--- config.mk ---
export PLATFORM = sky130hd
export DESIGN_NAME = bsg_counter_up_down_sat
export DESIGN_NICKNAME = d
export VERILOG_FILES = /design/src/rtl/bsg_counter_up_down_sat.sv
export SDC_FILE = /design/constraint.sdc
export NUM_CORES = 1
export LEC_CHECK = 0
export CAP_MARGIN = 40
export CORE_MARGIN = 3
export CORE_UTILIZATION = 41
export DETAILED_ROUTE_END_ITERATION = 10
export PLACE_DENSITY = 0.71
export SLEW_MARGIN = 20
export SYNTH_ARGS = -nofsm -noshare
export SYNTH_HDL_FRONTEND = slang
export SYNTH_SLANG_ARGS = --single-unit
--- constraint.sdc ---
create_clock -name clk_i -period 2.1 [get_ports clk_i]
set_input_delay 0.42 -clock clk_i [delete_from_list [all_inputs] [get_ports clk_i]]
set_output_delay 0.42 -clock clk_i [all_outputs]
set_load 0.02 [all_outputs]
--- src/rtl/bsg_counter_up_down_sat.sv ---
// Up/down occupancy counter with multi-unit steps, saturate or modulo boundary,
// registered level flags and sticky overflow/underflow bits.
module bsg_counter_up_down_sat #(
    parameter int  max_val_p      = 9,
    parameter int  init_val_p     = 0,
    parameter int  max_step_p     = 1,
    parameter bit  saturate_p     = 1'b1,
    parameter int  almost_full_p  = max_val_p - 1,
    parameter int  almost_empty_p = 1,
    localparam int width_lp       = $clog2(max_val_p + 1),
    localparam int step_width_lp  = $clog2(max_step_p + 1)
) (
    input  logic                     clk_i,
    input  logic                     reset_n_i,
    input  logic                     clear_i,
    input  logic [step_width_lp-1:0] up_i,
    input  logic [step_width_lp-1:0] down_i,
    output logic [width_lp-1:0]      count_o,
    output logic                     empty_o,
    output logic                     full_o,
    output logic                     almost_full_o,
    output logic                     almost_empty_o,
    output logic                     overflow_o,
    output logic                     underflow_o
);

    // Two extra bits hold count+up (up to 2*max) and count-down (down to -max) exactly.
    localparam int sum_w_lp = width_lp + 2;
    typedef logic signed [sum_w_lp-1:0] sum_t;

    localparam sum_t                max_s_lp = sum_t'(max_val_p);
    localparam sum_t                mod_s_lp = sum_t'(max_val_p + 1);
    localparam logic [width_lp-1:0] init_lp  = width_lp'(init_val_p);

    logic [width_lp-1:0] count_q, count_d;
    logic                empty_q, empty_d;
    logic                full_q, full_d;
    logic                almost_full_q, almost_full_d;
    logic                almost_empty_q, almost_empty_d;
    logic                overflow_q, overflow_d;
    logic                underflow_q, underflow_d;

    sum_t sum;
    sum_t wrap_hi;
    sum_t wrap_lo;
    logic over;
    logic under;

    always_comb begin
        sum     = sum_t'(count_q) + sum_t'(up_i) - sum_t'(down_i);
        wrap_hi = sum - mod_s_lp;
        wrap_lo = sum + mod_s_lp;
        over    = (sum > max_s_lp);
        under   = sum[sum_w_lp-1];

        count_d     = width_lp'(sum);
        overflow_d  = overflow_q | over;
        underflow_d = underflow_q | under;

        if (clear_i) begin
            count_d     = init_lp;
            overflow_d  = 1'b0;
            underflow_d = 1'b0;
        end else if (over) begin
            count_d = saturate_p ? width_lp'(max_s_lp) : width_lp'(wrap_hi);
        end else if (under) begin
            count_d = saturate_p ? '0 : width_lp'(wrap_lo);
        end

        // Flags follow the next count so they line up with count_o after the edge.
        empty_d        = (count_d == '0);
        full_d         = (int'(count_d) == max_val_p);
        almost_full_d  = (int'(count_d) >= almost_full_p);
        almost_empty_d = (int'(count_d) <= almost_empty_p);
    end

    always_ff @(posedge clk_i or negedge reset_n_i) begin
        if (!reset_n_i) begin
            count_q        <= init_lp;
            empty_q        <= (init_val_p == 0);
            full_q         <= (init_val_p == max_val_p);
            almost_full_q  <= (init_val_p >= almost_full_p);
            almost_empty_q <= (init_val_p <= almost_empty_p);
            overflow_q     <= 1'b0;
            underflow_q    <= 1'b0;
        end else begin
            count_q        <= count_d;
            empty_q        <= empty_d;
            full_q         <= full_d;
            almost_full_q  <= almost_full_d;
            almost_empty_q <= almost_empty_d;
            overflow_q     <= overflow_d;
            underflow_q    <= underflow_d;
        end
    end

    assign count_o        = count_q;
    assign empty_o        = empty_q;
    assign full_o         = full_q;
    assign almost_full_o  = almost_full_q;
    assign almost_empty_o = almost_empty_q;
    assign overflow_o     = overflow_q;
    assign underflow_o    = underflow_q;

endmodule

==> results.json <==
{
  "synthAdderAreaFrac_pct": 15.83,
  "cts-root-buf": "clkbuf_4",
  "first_iter_violations": 2,
  "gp_congestion": 0.7022,
  "min_period_over_period_pct": 109.8,
  "synth_cell_types": 24,
  "yosys_warnings": 0,
  "yosys-top-cells-area": "dfrtp_1, ha_1, dfstp_2",
  "die_x_um": 44.27,
  "ff2ff_setup_slack_ps": -210,
  "hold_viol": 0,
  "setup_viol": 9,
  "grt_pass1_wl_um": 2056,
  "drc_errors": 0,
  "viasPerCell": 5.021,
  "min_path_type": "input pin to asynchronous set/reset pin",
  "die_area_mm2": 0.001960,
  "worst_ep_arrival_time_ps": 2510,
  "use_met1_pct": 19.02,
  "synthSimpleGateAreaFrac_pct": 13.33,
  "diodes": 0,
  "path_cells": "inv_2 -> ha_4 -> inv_2 -> ha_4 -> fa_2 -> and3b_4 -> or4_4 -> o311ai_4 -> o221a_1",
  "track_usage_pct": 14.83,
  "muxShareOfSynthArea_pct": 0,
  "stdcell_area_um2": 910.9,
  "worstPathRequired_ps": 2300,
  "drive_gt1_share_pct": 35.00,
  "synth_xor_xnor_area_share_pct": 1.458,
  "busiest_layer": "met2",
  "initial_core_util_pct": 45.03,
  "max_cap_violations": 0,
  "async_flop_share_pct": 100.0,
  "ctsHoldBuffers": 0,
  "fin_worst_skew_ps": 0.6272,
  "synth_edf_count": 0,
  "synthCells": 53,
  "setup_ws_ps": -206.4,
  "core_area_mm2": 0.001334,
  "antenna_left": 0,
  "fp-row-count": 13,
  "max-slew-margin-rel_pct": 70.93,
  "drt-pass1-iter-count": 4,
  "clock_latency_ps": 270,
  "syn-cell-area_um2": 600.6,
  "rsz0062_at_grt": "true",
  "clockBufferDepth": 2,
  "cts.sinks": 10,
  "area_delta_synth_final_pct": 51.67,
  "r2r_cells": 9,
  "synth_top_family_by_area": "compound AO/OA/AOI/OAI gates",
  "hold_ws_ps": 453.7,
  "r2r-start": "count_o[0]",
  "drt-total-wl_um": 1187,
  "status": "finished, violations left",
  "use_met2_pct": 23.26,
  "fmax_ghz": 0.4336,
  "max_stage_delay_ps": 460,
  "place_area_um2": 820.8,
  "use_met3_pct": 3.659,
  "min_period_ps": 2306,
  "worstSetupStartpoint": "count_o[0]",
  "crit_end": "full_o",
  "ys_seq_elements": 10,
  "num_vias": 477,
  "nets": 93,
  "ys_seq_area_share_pct": 42.08,
  "synth-compound-area-share_pct": 22.29,
  "synth.net_count": 65,
  "path_clk_slew_ps": 70,
  "yosysTopAreaCell": "dfrtp_1",
  "grt_overflow": 0,
  "grt_pass1_vias": 499,
  "port_buffers": 14,
  "endpoint_kind": "register",
  "syn_avg_cell_area_um2": 11.33,
  "antenna_found_initial": 0,
  "crit_path_max_fanout": 5,
  "hpwl_um": 924.6,
  "cp-start-kind": "register",
  "rr_endpoint": "full_o",
  "worst_pin_slew_ps": 434.7,
  "wire_per_inst_um": 12.49,
  "post-place-ws_ps": -731.0,
  "synth-main-ff-cell": "dfrtp_1",
  "fp.dieH_um": 44.27,
  "maxSlewViolCount": 0,
  "grt_max_degree": 11,
  "cts_tree": "done",
  "critical_path_class": "register to register",
  "htree_levels": 1,
  "synth_top_area_share_pct": 33.33,
  "cts_buffers": 3,
  "slowest_stage": "or4_4",
  "num_io_pins": 15,
  "violations": "negative setup slack"
}
-- routing by layer --
metal / share of wire, % / vias up
met4: 1.1 / 0
met5: 0 / -
met3: 3.0 / 2
li1: - / 243
met1: 46 / 223
met2: 50 / 9
-- synthesized netlist by cell type (2+ instances only) --
| cell | instances |
|---|---|
| a21oi_1 | 4 |
| and2_1 | 2 |
| dfrtp_1 | 8 |
| dfstp_2 | 2 |
| ha_1 | 6 |
| inv_1 | 8 |
| nand2_1 | 2 |
| nor2_1 | 2 |
| nor3_1 | 2 |
| o21a_1 | 3 |
-- critical path, delay by kind of cell (launching register included) --
family / cells / cell delay [ps]
buffers and inverters: 2 / 70
adders and majority gates: 3 / 740
DFF: 1 / 360
AOI/OAI and AO/OA: 2 / 420
and+or+nand+nor: 2 / 650
-- metrics by stage --
step                      TNS, ps  cells  util [%]
after floorplan             -1261     53         -
after global placement      -5553     89     61.54
after detailed placement    -5792     89     61.54
after CTS                   -1545     95     68.01
after global routing        -1848     95     68.29
final                      -985.7     95     68.29
-- flip-flops by register name, indices dropped and copies added (netlist names) --
name / flops
count_o: 4
empty_o: 1
overflow_o: 1
almost_empty_o: 1
almost_full_o: 1
underflow_o: 1
full_o: 1
-- what timing repair did --
item / CTS / global route
setup buffers: 2 / 0
pin swaps: 10 / 8
setup endpoints to repair: 9 / 9
resized for setup: 8 / 1
-- cells in the final DEF (no fill, tap or decap), types with 2 or more instances in the layout --
cell,count
inv_1,6
ha_1,4
clkdlybuf4s50_1,13
nor3_1,2
dfrtp_1,7
dfstp_2,2
inv_2,2
o21a_1,3
clkbuf_4,3
and2_1,2
ha_4,2
nor2_1,2
buf_4,8
a21oi_1,4
-- worst min-delay path by stage --
stage	from	endpoint	slack, ps	cells past startpoint
after global placement	underflow_o	underflow_o	480	2
after floorplan	reset_n_i	almost_full_o	120	0
after detailed placement	underflow_o	underflow_o	490	2
after CTS	reset_n_i	count_o[1]	460	1
after global routing	reset_n_i	count_o[1]	470	1
final	reset_n_i	count_o[2]	450	1
-- area by class of cell --
| cell class | instances | area (um2) |
|---|---|---|
| clock buffer | 4 | 36.28 |
| fill | 112 | 422.9 |
| inverter | 8 | 30.03 |
| multi-input combinational | 35 | 360.3 |
| sequential | 10 | 254.0 |
| tap | 15 | 18.77 |
| timing repair buffer | 23 | 211.5 |
-- kinds of logic (layout without fill, tap and decap cells) --
logic type	Yosys count	count (layout)
AO/OA/AOI/OAI	14	14
buffers and inverters	8	35
adder cells (fa/ha/maj)	7	7
AND/OR/NAND/NOR	13	13
flip-flops	10	10
XOR/XNOR	1	1
Power is left out: the tool's default activity adds up to more than one toggle a clock period on the data nets, which glitch-free logic cannot reach.
